<file path="config.mk">
export PLATFORM = sky130hd
export DESIGN_NAME = comp_fiber_out
export DESIGN_NICKNAME = d
export VERILOG_FILES = /design/src/rtl/comp_fiber_out_pkg.sv /design/src/rtl/prbs48_gen.sv /design/src/rtl/comp_fiber_out.sv
export SDC_FILE = /design/constraint.sdc
export NUM_CORES = 1
export LEC_CHECK = 0
export BUFFER_PORTS_ARGS = -buffer_cell sky130_fd_sc_hd__buf_2
export CAP_MARGIN = 20
export CORE_ASPECT_RATIO = 0.5
export CORE_MARGIN = 2
export CORE_UTILIZATION = 40
export CTS_CLUSTER_SIZE = 14
export DETAILED_ROUTE_END_ITERATION = 10
export SYNTH_ARGS = -nofsm -noshare
export SYNTH_HDL_FRONTEND = slang
export SYNTH_HIERARCHICAL = 1
export SYNTH_SLANG_ARGS = --single-unit
</file>
<file path="constraint.sdc">
create_clock -name CMP_TX_CLK160 -period 2.2 [get_ports CMP_TX_CLK160]
set_input_delay 0.44 -clock CMP_TX_CLK160 [delete_from_list [all_inputs] [get_ports CMP_TX_CLK160]]
set_output_delay 0.44 -clock CMP_TX_CLK160 [all_outputs]
set_load 0.02 [all_outputs]
</file>
<file path="src/rtl/comp_fiber_out_pkg.sv">
// Shared constants, link state encoding and PRBS polynomial for the comparator fiber link.
// The receive-side checker imports this package too, so both ends use the same taps.
package comp_fiber_out_pkg;

  localparam logic [7:0]  K_SYNC    = 8'hBC;
  localparam logic [7:0]  K_LTNCY   = 8'hFC;
  localparam logic [15:0] IDLE_WORD = 16'hBCBC;

  localparam int PRBS_W    = 48;
  localparam int PRBS_TAP0 = 47;
  localparam int PRBS_TAP1 = 46;
  localparam int PRBS_TAP2 = 20;
  localparam int PRBS_TAP3 = 19;

  typedef enum logic [1:0] {
    IDLE  = 2'd0,
    TRAIN = 2'd1,
    RUN   = 2'd2
  } link_state_e;

  function automatic logic [PRBS_W-1:0] prbs48_next(input logic [PRBS_W-1:0] cur);
    return {cur[PRBS_W-2:0], cur[PRBS_TAP0] ^ cur[PRBS_TAP1] ^ cur[PRBS_TAP2] ^ cur[PRBS_TAP3]};
  endfunction

endpackage

</file>
<file path="src/rtl/prbs48_gen.sv">
// 48-bit PRBS generator with seed reload; load and advance together yield the word after the seed.
module prbs48_gen
  import comp_fiber_out_pkg::*;
#(
  parameter logic [PRBS_W-1:0] SEED = 48'hFFFFFF000000
) (
  input  logic              clk,
  input  logic              rst_n,
  input  logic              load,
  input  logic              advance,
  output logic [PRBS_W-1:0] value
);

  logic [PRBS_W-1:0] base;

  assign base = load ? SEED : value;

  // NOTE: sequential state is always written with <= so every register samples pre-edge values.
  always_ff @(posedge clk or negedge rst_n) begin
    if (!rst_n) begin
      value <= SEED;
    end else if (load || advance) begin
      value <= advance ? prbs48_next(base) : base;
    end
  end

endmodule

</file>
<file path="src/rtl/comp_fiber_out.sv">
// Transmit framer for the comparator fiber link: 4-word frames (sync/latency K word + 48-bit
// payload) on the GTX TX port, with IDLE -> TRAIN -> RUN link bring-up.
module comp_fiber_out
  import comp_fiber_out_pkg::*;
#(
  parameter logic [47:0] START_PATTERN = 48'hFFFFFF000000,
  parameter int          TRAIN_FRAMES  = 64,
  parameter bit          SIM_SPEEDUP   = 1'b0
) (
  input  logic        CMP_TX_CLK160,
  input  logic        RST_N,
  input  logic        TX_READY,
  input  logic        PRBS_MODE,
  input  logic        PRBS_RESTART,
  input  logic [47:0] TX_DATA_IN,
  input  logic        LTNCY_REQ,
  input  logic        ERR_INJ,
  output logic [15:0] TXDATA,
  output logic [1:0]  TXCHARISK,
  output logic        DATA_STRB,
  output logic        LTNCY_SENT,
  output logic        LTNCY_MERGED,
  output logic        LINK_RUN,
  output logic [15:0] FRAME_CNT
);

  localparam logic [7:0] TRAIN_LAST = SIM_SPEEDUP ? 8'd3 : 8'(TRAIN_FRAMES - 1);

  link_state_e state_q, state_d;
  logic [1:0]  phase_q;
  logic [7:0]  seq_q;
  logic [7:0]  train_cnt_q;
  logic [47:0] payload_q, payload_d;
  logic        ltncy_pend_q, err_pend_q, restart_pend_q;
  logic [15:0] word_d;
  logic [1:0]  isk_d;

  logic        framing, drop, frame_start;
  logic        ltncy_fire, err_fire, restart_fire;
  logic        prbs_load, prbs_advance;
  logic [47:0] prbs_value, prbs_eff;

  assign framing      = (state_q != IDLE) && TX_READY;
  assign drop         = (state_q != IDLE) && !TX_READY;
  assign frame_start  = (state_q == RUN) && TX_READY && (phase_q == 2'd0);
  // A request arriving on the frame-start edge itself is served by that frame.
  assign ltncy_fire   = frame_start && (ltncy_pend_q || LTNCY_REQ);
  assign err_fire     = frame_start && (err_pend_q || ERR_INJ);
  assign restart_fire = frame_start && restart_pend_q;
  assign prbs_eff     = restart_pend_q ? START_PATTERN : prbs_value;

  assign prbs_load    = restart_fire || drop || (state_q == TRAIN && state_d == RUN);
  assign prbs_advance = frame_start && PRBS_MODE;

  prbs48_gen #(
    .SEED (START_PATTERN)
  ) u_prbs (
    .clk     (CMP_TX_CLK160),
    .rst_n   (RST_N),
    .load    (prbs_load),
    .advance (prbs_advance),
    .value   (prbs_value)
  );

  // State register.
  always_ff @(posedge CMP_TX_CLK160 or negedge RST_N) begin
    if (!RST_N) begin
      state_q <= IDLE;
    end else begin
      state_q <= state_d;
    end
  end

  // Next-state logic; losing TX_READY aborts immediately, even mid-frame.
  always_comb begin
    state_d = state_q;
    unique case (state_q)
      IDLE:    if (TX_READY) state_d = TRAIN;
      TRAIN: begin
        if (!TX_READY) begin
          state_d = IDLE;
        end else if (phase_q == 2'd3 && train_cnt_q == TRAIN_LAST) begin
          state_d = RUN;
        end
      end
      RUN:     if (!TX_READY) state_d = IDLE;
      default: state_d = IDLE;
    endcase
  end

  // Output logic: the word for the current phase, registered at this edge.
  // NOTE: every always_comb output gets a default first so no path can infer a latch.
  always_comb begin
    word_d = IDLE_WORD;
    isk_d  = 2'b11;
    if (framing) begin
      isk_d = 2'b00;
      case (phase_q)
        2'd0: begin
          word_d = {seq_q, ltncy_fire ? K_LTNCY : K_SYNC};
          isk_d  = 2'b01;
        end
        2'd1:    word_d = payload_q[15:0];
        2'd2:    word_d = payload_q[31:16];
        default: word_d = payload_q[47:32];
      endcase
    end
  end

  // Training frames carry a zero payload; error injection touches only the sent copy.
  always_comb begin
    payload_d = '0;
    if (frame_start) begin
      payload_d    = PRBS_MODE ? prbs_eff : TX_DATA_IN;
      payload_d[0] = payload_d[0] ^ err_fire;
    end
  end

  // NOTE: the payload holding register is reset too; it is ordinary state, not a memory array.
  always_ff @(posedge CMP_TX_CLK160 or negedge RST_N) begin
    if (!RST_N) begin
      phase_q        <= 2'd0;
      seq_q          <= 8'd0;
      train_cnt_q    <= 8'd0;
      payload_q      <= '0;
      ltncy_pend_q   <= 1'b0;
      err_pend_q     <= 1'b0;
      restart_pend_q <= 1'b0;
      TXDATA         <= IDLE_WORD;
      TXCHARISK      <= 2'b11;
      DATA_STRB      <= 1'b0;
      LTNCY_SENT     <= 1'b0;
      LTNCY_MERGED   <= 1'b0;
      LINK_RUN       <= 1'b0;
      FRAME_CNT      <= 16'd0;
    end else begin
      phase_q <= framing ? phase_q + 2'd1 : 2'd0;

      if (drop) begin
        seq_q <= 8'd0;
      end else if (framing && phase_q == 2'd0) begin
        seq_q <= seq_q + 8'd1;
      end

      if (state_d != TRAIN) begin
        train_cnt_q <= 8'd0;
      end else if (phase_q == 2'd3) begin
        train_cnt_q <= train_cnt_q + 8'd1;
      end

      if (framing && phase_q == 2'd0) begin
        payload_q <= payload_d;
      end

      // Pending requests survive link drops and are consumed by the next RUN frame.
      ltncy_pend_q   <= ltncy_fire   ? 1'b0 : (ltncy_pend_q | LTNCY_REQ);
      err_pend_q     <= err_fire     ? 1'b0 : (err_pend_q | ERR_INJ);
      restart_pend_q <= restart_fire ? 1'b0 : (restart_pend_q | PRBS_RESTART);

      TXDATA       <= word_d;
      TXCHARISK    <= isk_d;
      DATA_STRB    <= frame_start;
      LTNCY_SENT   <= ltncy_fire;
      LTNCY_MERGED <= LTNCY_REQ && ltncy_pend_q;
      LINK_RUN     <= (state_d == RUN);

      if (frame_start && FRAME_CNT != 16'hFFFF) begin
        FRAME_CNT <= FRAME_CNT + 16'd1;
      end
    end
  end

endmodule
</file>
# Yosys cells after proc, flatten, opt, wreduce, memory -nomap -nowiden
# Cells that the tools add are included.
[word_totals]
ff_bits = 157
latchBits = 0
mem_bits_rw = 0
mem_bits_ro = 0
inputBits = 55
out_inout_bits = 38
elab_cells = 83
mem_count = 0
[op_classes]
add_sub_neg = 4
multipliers = 0
div = 0
magnitude_cmp = 0
eq_ne = 9
n_shift = 0
mux = 23
n_bitwise = 7
reduce_logical = 24
[ops]
columns = ["cell", "count"]
rows = [
  ["$mux W48", 5],
  ["$pmux W16 S3", 1],
  ["$mux W8", 4],
  ["$add A16 B1 Y16 const B", 1],
  ["$add A8 B1 Y8 const B", 2],
  ["$mux W16", 1],
  ["$ne A16 B16 Y1 const B", 1],
  ["$logic_and A1 B1 Y1", 13],
  ["$mux W2", 6],
  ["$eq A2 B2 Y1 const B", 4],
  ["$eq A8 B6 Y1 const B", 1],
  ["$mux W7", 1],
  ["$pmux W2 S3", 1],
  ["$reduce_bool A2 Y1", 3],
  ["$logic_or A1 B1 Y1", 5],
  ["$eq A2 B1 Y1 const B", 2],
  ["$logic_not A2 Y1", 2],
  ["$mux W1", 4],
  ["$xor A1 B1 Y1", 4],
  ["$or A1 B1 Y1", 3],
  ["$add A2 B1 Y2 const B", 1],
  ["$ne A2 B1 Y1 const B", 1],
  ["$logic_not A1 Y1", 1],
]

# Depth between registers and ports, before layout
# Gate-level depths: netlist of run 1.
[logic_depth]
depth_word = 13
ltp_mapped = 11
mapped_depth_nobuf = 8

# Hierarchy
# Netlist of run 1, hierarchy kept.
[by_module_without_submodules]
columns = ["mod", "instances", "cells_per_inst", "area_per_inst_um2", "seq_area_each_um2"]
rows = [
  ["comp_fiber_out", 1, 524, 5083.6, 2742.6],
  ["prbs48_gen", 1, 161, 2063.2, 1231.2],
]

# Worst setup path before layout of run 1
# OpenSTA, ideal clock, no wires.
[synth_timing]
kind = "register to register"
from = "register phase_q[0]"
to = "register u_prbs.value[10]"
setup_ps = 132
arrival_ps = 1878
required_ps = 2068
slack_ps = 190
stages_incl_launch_ff = 9
path_cell_list = "dfrtp_1 ha_1 clkbuf_1 and3_1 nand4_1 o21ai_0 buf_2 clkbuf_1 nor2_1"
[synth_between]
elab_chain_cells = 10
word_cells_on_any_way = 16
[synth_rtl]
columns = ["element", "line", "text"]
rows = [
  ["start, declared", "comp_fiber_out.sv:30", "logic [1:0] phase_q;"],
  ["start signal, assigned", "comp_fiber_out.sv:137", "phase_q <= framing ? phase_q + 2'd1 : 2'd0;"],
  ["$eq A2 B2 Y1", "comp_fiber_out.sv:82", "end else if (phase_q == 2'd3 && train_cnt_q == TRAIN_LAST) begin"],
  ["$logic_and A1 B1 Y1", "comp_fiber_out.sv:82", ""],
  ["$mux W2", "comp_fiber_out.sv:82", ""],
  ["$mux W2", "comp_fiber_out.sv:80", "if (!TX_READY) begin"],
  ["$pmux W2 S3", "comp_fiber_out.sv:77", "unique case (state_q)"],
  ["$eq A2 B2 Y1", "comp_fiber_out.sv:52", "assign prbs_load = restart_fire || drop || (state_q == TRAIN && state_d == RUN);"],
  ["$logic_and A1 B1 Y1", "comp_fiber_out.sv:52", ""],
  ["$logic_or A1 B1 Y1 (*)", "comp_fiber_out.sv:52", ""],
  ["via prbs_load", "comp_fiber_out.sv:40", "logic prbs_load, prbs_advance;"],
  ["$mux W48", "prbs48_gen.sv:16", "assign base = load ? SEED : value;"],
  ["$mux W48", "prbs48_gen.sv:23", "value <= advance ? prbs48_next(base) : base;"],
  ["end signal, assigned", "prbs48_gen.sv:23", ""],
  ["end, declared", "prbs48_gen.sv:11", "output logic [PRBS_W-1:0] value"],
]
# The timed path passes the listed nets; every way through them passes the cells marked *.
# A chain may end at the register's enable or synchronous reset.

# Final worst setup path of run 1
[layout_timing]
from = "register state_q[0]"
to = "register u_prbs.value[5]"
[layout_between]
word_cells_on_any_way = 21
[layout_lines]
columns = ["element", "line", "text"]
rows = [
  ["start, declared", "comp_fiber_out.sv:29", "link_state_e state_q, state_d;"],
  ["start signal, assigned", "comp_fiber_out.sv:70", "state_q <= state_d;"],
  ["$eq A2 B2 Y1 (*)", "comp_fiber_out.sv:45", "assign frame_start = (state_q == RUN) && TX_READY && (phase_q == 2'd0);"],
  ["$logic_and A1 B1 Y1 (*) (2 in a row)", "comp_fiber_out.sv:45", ""],
  ["via frame_start", "comp_fiber_out.sv:38", "logic framing, drop, frame_start;"],
  ["$logic_and A1 B1 Y1 (*)", "comp_fiber_out.sv:53", "assign prbs_advance = frame_start && PRBS_MODE;"],
  ["via prbs_advance", "comp_fiber_out.sv:40", ""],
  ["$mux W48 or $logic_or A1 B1 Y1 (tied branches)", "prbs48_gen.sv:23, prbs48_gen.sv:22", ""],
]
# Marked as above.

==> results.sh, run 1 <==
export IMPL_synth_enable_flop_cells=0
export IMPL_synth_sequential_area_ratio_pct=55.6
export IMPL_clkTransAtPathRegs_ps=70
export IMPL_drt_iter0_markers=405
export IMPL_die_width_microns=193
export IMPL_report_final_slew_viol_count=0
export IMPL_tritoncts_num_buffers=17
export IMPL_global_route_usage_total_pct=20.4
export IMPL_antenna_found_initial=0
export IMPL_vias_per_cell=5.21
export IMPL_final_layout_size_suffix_gt1_share_pct=25.2
export IMPL_finalHoldViolCount=0
export IMPL_start_kind="flip-flop"
export IMPL_critical_path_arrival_ps=2290
export IMPL_synth_cell_type_count=48
export IMPL_tritoncts_clock_tree="built"
export IMPL_route_detailed_wl_per_inst_microns=17.9
export IMPL_syn_inst=685
export IMPL_synth_area_per_inst_sq_um=10.4
export IMPL_ys_top_cells_by_area="sky130_fd_sc_hd__dfrtp_1 42%, sky130_fd_sc_hd__dfstp_2 13%, sky130_fd_sc_hd__o21ai_0 4.3%"
export IMPL_yosys_cell_count_top_type="sky130_fd_sc_hd__dfrtp_1"
export IMPL_synth_yosys_warnings=6
export IMPL_maximum_capacitance_violations=0
export IMPL_drtAntennaViolNets=0
export IMPL_powerDensity_nw_per_um2=741
export IMPL_cts_root_buffer="sky130_fd_sc_hd__clkbuf_16"
export IMPL_wirelength_mm=18.3
export IMPL_start_util_pct=41.0
export IMPL_fin_crit_ps=1990
export IMPL_syn_area_sq_um=7150
export IMPL_synth_async_sr_flop_share_pct=100
export IMPL_worst_skew_pair_late_latency_ps=430
export IMPL_io_buffer_count=92
export IMPL_path_class="reg -> reg"
export IMPL_crit_path_max_fanout=17
export IMPL_synth_seq_cells=157
export IMPL_clk_path_buf_depth=2
export IMPL_routed_via_count=5331
export IMPL_chipHeight_microns=98.5
export IMPL_peakVddDrop_uv=541
export IMPL_design_core_area_sq_um=17400
export IMPL_synth_top_area_cell="sky130_fd_sc_hd__dfrtp_1"
export IMPL_antenna_diode_count=0
export IMPL_max_freq_mhz=502
export IMPL_design_die_area_sq_um=19000
export IMPL_mappedNetlistNets=747
export IMPL_p_leak_nw=3.82
export IMPL_grt_start_max_net_pins=57
export IMPL_postLayoutCellArea_sq_um=8500
export IMPL_area_growth_pct=19.0
export IMPL_dpl_hpwl_mm=12.7
export IMPL_worst_pin_slew_ps=665
export IMPL_synthFlopType="sky130_fd_sc_hd__dfrtp_1"
export IMPL_synth_commonest_cells="121 x sky130_fd_sc_hd__dfrtp_1, 82 x sky130_fd_sc_hd__nand2_1, 62 x sky130_fd_sc_hd__nor2_1, 62 x sky130_fd_sc_hd__o21ai_0, 48 x sky130_fd_sc_hd__nor2b_1"
export IMPL_critical_path_endpoint_type="flip-flop"
export IMPL_design_final_nets=838
export IMPL_cts_sinks=157
export IMPL_clock_tree_htree_level_count=4
export IMPL_yosysTopAreaCellShare_pct=42.4
export IMPL_worst_ep_required_time_ps=2500
export IMPL_via_count_of_the_first_global_routing_pass=5332
export IMPL_num_rows=34
export IMPL_fin_crit_sh_pct=90.5
export IMPL_cts_setup_buffers=0
export IMPL_grt_overflow=0
export IMPL_remaining_drc_errors=0
export IMPL_unrepaired_setup_endpoints_after_global_routing="no"
export IMPL_global_route_wire_length_before_repair_mm=29.6
export IMPL_fin_worst_skew_ps=10.6
export IMPL_worst_slew_margin_pct=55.7
export IMPL_total_power_w=0.00630
export IMPL_gp_congestion=0.822
export IMPL_io_pins=93
export IMPL_result_of_the_run="completed"
export IMPL_holdCritPathClass="in -> reg"
export IMPL_first_pass_iters=9
export IMPL_total_negative_slack_ps=0
export IMPL_dpl_cell_area_sq_um=7900
export IMPL_timing_final_setup_violations=0
[worst max-delay path, stage by stage, from the launching register on]
cell,delay [ps]
sky130_fd_sc_hd__dfrtp_1,430
sky130_fd_sc_hd__and2b_1,260
sky130_fd_sc_hd__nand3_2,190
sky130_fd_sc_hd__clkinv_8,130
sky130_fd_sc_hd__and2_2,190
sky130_fd_sc_hd__buf_4,300
sky130_fd_sc_hd__mux2i_1,270
sky130_fd_sc_hd__nor2_1,70
[layer usage]
| metal | share of wire [%] | vias up | wire, microns | GRT usage, % |
|---|---|---|---|---|
| met5 | 0 | - | 0 | 0 |
| met4 | 0.93 | 0 | 170 | 5.42 |
| met3 | 5.5 | 15 | 1010 | 4.52 |
| met2 | 43 | 120 | 7840 | 29.7 |
| met1 | 51 | 2635 | 9310 | 30.8 |
| li1 | - | 2561 | - | - |
[kinds of logic (layout without fill, tap and decap cells)]
group	after synthesis	count (layout)	synth area share, %
flops	157	157	55.6
mux	25	25	3.57
simple gates	247	247	17.1
compound gates	162	162	14.4
buf+inv	55	159	4.18
fa+ha+maj	7	7	1.23
xor+xnor	32	32	3.92
[layout by cell type (no fill, tap or decap), types with 4 or more instances in the layout]
cell type                    Yosys  layout
sky130_fd_sc_hd__clkbuf_16       0      17
sky130_fd_sc_hd__nor2_1         62      62
sky130_fd_sc_hd__buf_4           0      21
sky130_fd_sc_hd__buf_2           4      91
sky130_fd_sc_hd__a221oi_1        5       5
sky130_fd_sc_hd__buf_12          0       4
sky130_fd_sc_hd__ha_1            7       7
sky130_fd_sc_hd__and3_1          4       4
sky130_fd_sc_hd__xor2_1         21      21
sky130_fd_sc_hd__nand2_1        82      82
sky130_fd_sc_hd__nand3_1         8       8
sky130_fd_sc_hd__nor2b_1        48      48
sky130_fd_sc_hd__o21ai_0        62      61
sky130_fd_sc_hd__dfstp_2        36      36
sky130_fd_sc_hd__nor3_1         13      13
sky130_fd_sc_hd__clkinvlp_4      0       4
sky130_fd_sc_hd__a222oi_1        7       7
sky130_fd_sc_hd__nand4_1         7       7
sky130_fd_sc_hd__mux2i_1        24      24
sky130_fd_sc_hd__inv_1           8       8
sky130_fd_sc_hd__a21oi_1        30      30
sky130_fd_sc_hd__nand2b_1        4       4
sky130_fd_sc_hd__o22ai_1        24      24
sky130_fd_sc_hd__xnor2_1        11      11
sky130_fd_sc_hd__dfrtp_1       121     121
sky130_fd_sc_hd__a211o_1        23      23
[state kept, by name, summed over array words and instances, names as in the netlist]
name / flops
err_pend_q: 1
TXCHARISK: 2
FRAME_CNT: 16
DATA_STRB: 1
u_prbs/value: 48
restart_pend_q: 1
LTNCY_SENT: 1
ltncy_pend_q: 1
LTNCY_MERGED: 1
seq_q: 8
TXDATA: 16
train_cnt_q: 8
LINK_RUN: 1
state_q: 2
payload_q: 48
phase_q: 2
[what timing repair did]
| item | in CTS | in global routing |
|---|---|---|
| hold endpoints to repair | 41 | 0 |
| resized for setup | 0 | 0 |
| hold buffers | 1 | 0 |
[final cells by class]
type / count / area (sq um)
flip-flops and latches: 157 / 3970
multi-input cells: 473 / 2890
clock inverters: 14 / 161
repair buffers: 118 / 714
clock buffers: 18 / 429
inverters: 9 / 46.3
well taps: 234 / 293
fillers: 1638 / 8940
[final timing paths]
check,endpoint,slack [ps],cells past startpoint,start
min reg2reg,FRAME_CNT[4]$_DFFE_PN0P_,480,1,FRAME_CNT[4]$_DFFE_PN0P_
max in group asynchronous,TXDATA[10]$_DFF_PN1_,920,3,RST_N
min in group asynchronous,u_prbs/value[13]$_DFFE_PN0P_,520,2,RST_N
max,u_prbs/value[5]$_DFFE_PN0P_,210,7,state_q[0]$_DFF_PN0_
max reg2reg,u_prbs/value[5]$_DFFE_PN0P_,210,7,state_q[0]$_DFF_PN0_
min,LTNCY_MERGED$_DFF_PN0_,240,2,LTNCY_REQ
[metrics by stage]
step	hold slack (ps)	worst slack [ps]	util, %	cells
2_1_floorplan	144	190	-	685
6_report	242	209	48.8	1023
3_3_place_gp	423	310	45.3	990
4_1_cts	227	221	48.8	1023
5_1_grt	238	95.5	48.8	1023
3_5_place_dp	419	252	45.3	990
[power by group]
part / switching [W] / total, W / internal (W) / leakage [nW]
Combinational: 0.000248 / 0.000380 / 0.000132 / 1.49
Clock: 0.00128 / 0.00298 / 0.00170 / 0.277
Sequential: 0.0000178 / 0.00294 / 0.00292 / 2.05
Power figures use the tool's default switching activity.
==> run 2: changes to the inputs <==
--- a/config.mk
+++ b/config.mk
@@ -12,6 +12,7 @@
 export CORE_UTILIZATION = 40
 export CTS_CLUSTER_SIZE = 14
 export DETAILED_ROUTE_END_ITERATION = 10
+export RECOVER_POWER = 50
 export SYNTH_ARGS = -nofsm -noshare
 export SYNTH_HDL_FRONTEND = slang
 export SYNTH_HIERARCHICAL = 1
==> results.sh, run 2 (synthesized netlist as in run 1, its figures left out) <==
export IMPL_ff2ff_path_depth=8
export IMPL_fin_crit_ps=1970
export IMPL_die_width_microns=193
export IMPL_regToRegEndpoint="u_prbs/value[36]$_DFFE_PN1P_"
export IMPL_worst_ep_required_time_ps=2550
export IMPL_powerDensity_nw_per_um2=745
export IMPL_clkTransAtPathRegs_ps=70
export IMPL_tritoncts_num_buffers=17
export IMPL_io_pins=93
export IMPL_part_of_the_power_in_the_clock_network_pct=47.5
export IMPL_wirelength_mm=18.3
export IMPL_remaining_drc_errors=0
export IMPL_timing_final_setup_violations=0
export IMPL_cts_hold_repair_buffers=1
export IMPL_critical_path_arrival_ps=2320
export IMPL_n_fill_cell=1653
export IMPL_p_sw_w=0.00156
export IMPL_fin_crit_sh_pct=89.5
export IMPL_resize_count_post_cts=0
export IMPL_total_negative_slack_ps=0
export IMPL_critical_path_endpoint_type="flip-flop"
export IMPL_antenna_diode_count=0
export IMPL_whs_path_depth=2
export IMPL_holdCritPathClass="in -> reg"
export IMPL_total_power_w=0.00630
export IMPL_most_common_layout_cells="121 x sky130_fd_sc_hd__dfrtp_1, 83 x sky130_fd_sc_hd__buf_2, 82 x sky130_fd_sc_hd__nand2_1, 62 x sky130_fd_sc_hd__nor2_1, 61 x sky130_fd_sc_hd__o21ai_0"
export IMPL_global_route_usage_total_pct=20.4
export IMPL_dpl_hpwl_mm=12.7
export IMPL_clk_path_buf_depth=2
export IMPL_final_layout_size_suffix_gt1_share_pct=23.8
export IMPL_gp_congestion=0.822
export IMPL_worst_pin_slew_ps=908
export IMPL_chipHeight_microns=98.5
export IMPL_p_leak_nw=3.76
export IMPL_global_route_wire_length_before_repair_mm=29.6
export IMPL_peakVddDrop_uv=545
export IMPL_via_count_of_the_first_global_routing_pass=5332
export IMPL_place_worst_setup_slack_ps=252
export IMPL_drt_iter0_markers=441
export IMPL_comb_power_share_pct=5.9
export IMPL_seq_power_share_pct=46.6
export IMPL_result_of_the_run="completed"
export IMPL_max_freq_mhz=508
export IMPL_design_core_area_sq_um=17400
export IMPL_antenna_found_initial=0
export IMPL_grt_overflow=0
export IMPL_io_buffer_count=92
export IMPL_grt_start_max_net_pins=57
export IMPL_finalHoldViolCount=0
export IMPL_report_final_slew_viol_count=0
export IMPL_worst_r2r_startpoint="phase_q[0]$_DFF_PN0_"
export IMPL_start_util_pct=41.0
export IMPL_fin_util_pct=48.5
export IMPL_internal_reg_to_reg_setup_slack_ps=230
export IMPL_final_common_cell="sky130_fd_sc_hd__dfrtp_1"
export IMPL_num_rows=34
export IMPL_cts_setup_buffers=0
export IMPL_routed_via_count=5358
export IMPL_maximum_capacitance_violations=0
export IMPL_fin_worst_skew_ps=12.3
export IMPL_internal_power_w=0.00474
export IMPL_first_pass_iters=6
export IMPL_fin_ws_ps=231
export IMPL_crit_path_max_fanout=23
export IMPL_worst_skew_pair_late_latency_ps=430
export IMPL_clock_tree_htree_level_count=4
export IMPL_route_detailed_wl_per_inst_microns=17.9
export IMPL_largest_registers="payload_q: 48 flops, u_prbs/value: 48 flops"
export IMPL_design_final_nets=838
export IMPL_min_delay_src="LTNCY_REQ"
export IMPL_timing_hold_worst_endpoint="LTNCY_MERGED$_DFF_PN0_"
export IMPL_unrepaired_setup_endpoints_after_global_routing="no"
export IMPL_cts_sinks=157
export IMPL_tritoncts_clock_tree="built"
export IMPL_area_growth_pct=18.5
export IMPL_design_die_area_sq_um=19000
export IMPL_worst_slew_margin_pct=39.4
export IMPL_path_class="reg -> reg"
export IMPL_drtAntennaViolNets=0
export IMPL_cts_root_buffer="sky130_fd_sc_hd__clkbuf_16"
export IMPL_vias_per_cell=5.24
export IMPL_start_kind="flip-flop"
export IMPL_sw_frac_of_total_pct=24.8
[run 2: cell count changes in the layout (fill, tap and decap cells not counted)]
cell / change
sky130_fd_sc_hd__buf_12: -1
sky130_fd_sc_hd__clkbuf_4: +1
sky130_fd_sc_hd__clkbuf_1: +11
sky130_fd_sc_hd__clkbuf_2: +2
sky130_fd_sc_hd__buf_4: -5
sky130_fd_sc_hd__buf_2: -8
[run 2: per-layer routing]
| metal | vias up | wire [microns] | track usage (%) | part of all wire, % |
|---|---|---|---|---|
| met4 | 0 | 173 | 5.42 | 0.94 |
| met3 | 16 | 1090 | 4.52 | 6.0 |
| li1 | 2561 | - | - | - |
| met5 | - | 0 | 0 | 0 |
| met2 | 150 | 7890 | 29.7 | 43 |
| met1 | 2631 | 9170 | 30.8 | 50 |
[run 2: how the worst max path moves through the flow]
stage / startpoint / endpoint / slack [ps] / depth (start not counted)
after global placement: phase_q[0]$_DFF_PN0_ / u_prbs/value[34]$_DFFE_PN1P_ / 310 / 8
after floorplan: phase_q[0]$_DFF_PN0_ / u_prbs/value[10]$_DFFE_PN0P_ / 190 / 8
final: phase_q[0]$_DFF_PN0_ / u_prbs/value[36]$_DFFE_PN1P_ / 230 / 8
after detailed placement: phase_q[0]$_DFF_PN0_ / u_prbs/value[36]$_DFFE_PN1P_ / 250 / 8
after global routing: phase_q[0]$_DFF_PN0_ / TXDATA[5]$_DFF_PN1_ / 60 / 6
after CTS: phase_q[0]$_DFF_PN0_ / u_prbs/value[36]$_DFFE_PN1P_ / 220 / 8
[run 2: cell type report]
class	count	area [sq um]	share of cell area, %
flip-flops and latches	157	3970	46.9
well taps	234	293	3.46
clock buffers	18	429	5.07
repair buffers	118	676	7.98
clock inverters	14	161	1.91
inverters	9	46.3	0.547
multi-input cells	473	2890	34.1
[run 2: metrics by stage]
stage | cells | hold slack (ps) | area [sq um]
after global routing | 1023 | 238 | 8470
after CTS | 1023 | 227 | 8500
after floorplan | 685 | 144 | 7150
after detailed placement | 990 | 419 | 7900
final | 1023 | 240 | 8470
after global placement | 990 | 423 | 7900
[run 2: power groups by stage]
stage | combinational, W | clock [W] | sequential (W)
floorplan | 0.000149 | 0 | 0.00300
global placement | 0.000381 | 0 | 0.00299
detailed placement | 0.000382 | 0 | 0.00299
CTS | 0.000386 | 0.00302 | 0.00294
global route | 0.000418 | 0.00315 | 0.00294
finish | 0.000372 | 0.00299 | 0.00294
[run 2: critical path: stages (launching register included)]
cell	delay [ps]
sky130_fd_sc_hd__dfrtp_1	390
sky130_fd_sc_hd__inv_1	80
sky130_fd_sc_hd__ha_1	220
sky130_fd_sc_hd__nand3_2	180
sky130_fd_sc_hd__clkinv_8	110
sky130_fd_sc_hd__a21oi_1	250
sky130_fd_sc_hd__o21ai_4	200
sky130_fd_sc_hd__buf_12	210
sky130_fd_sc_hd__a211o_1	240
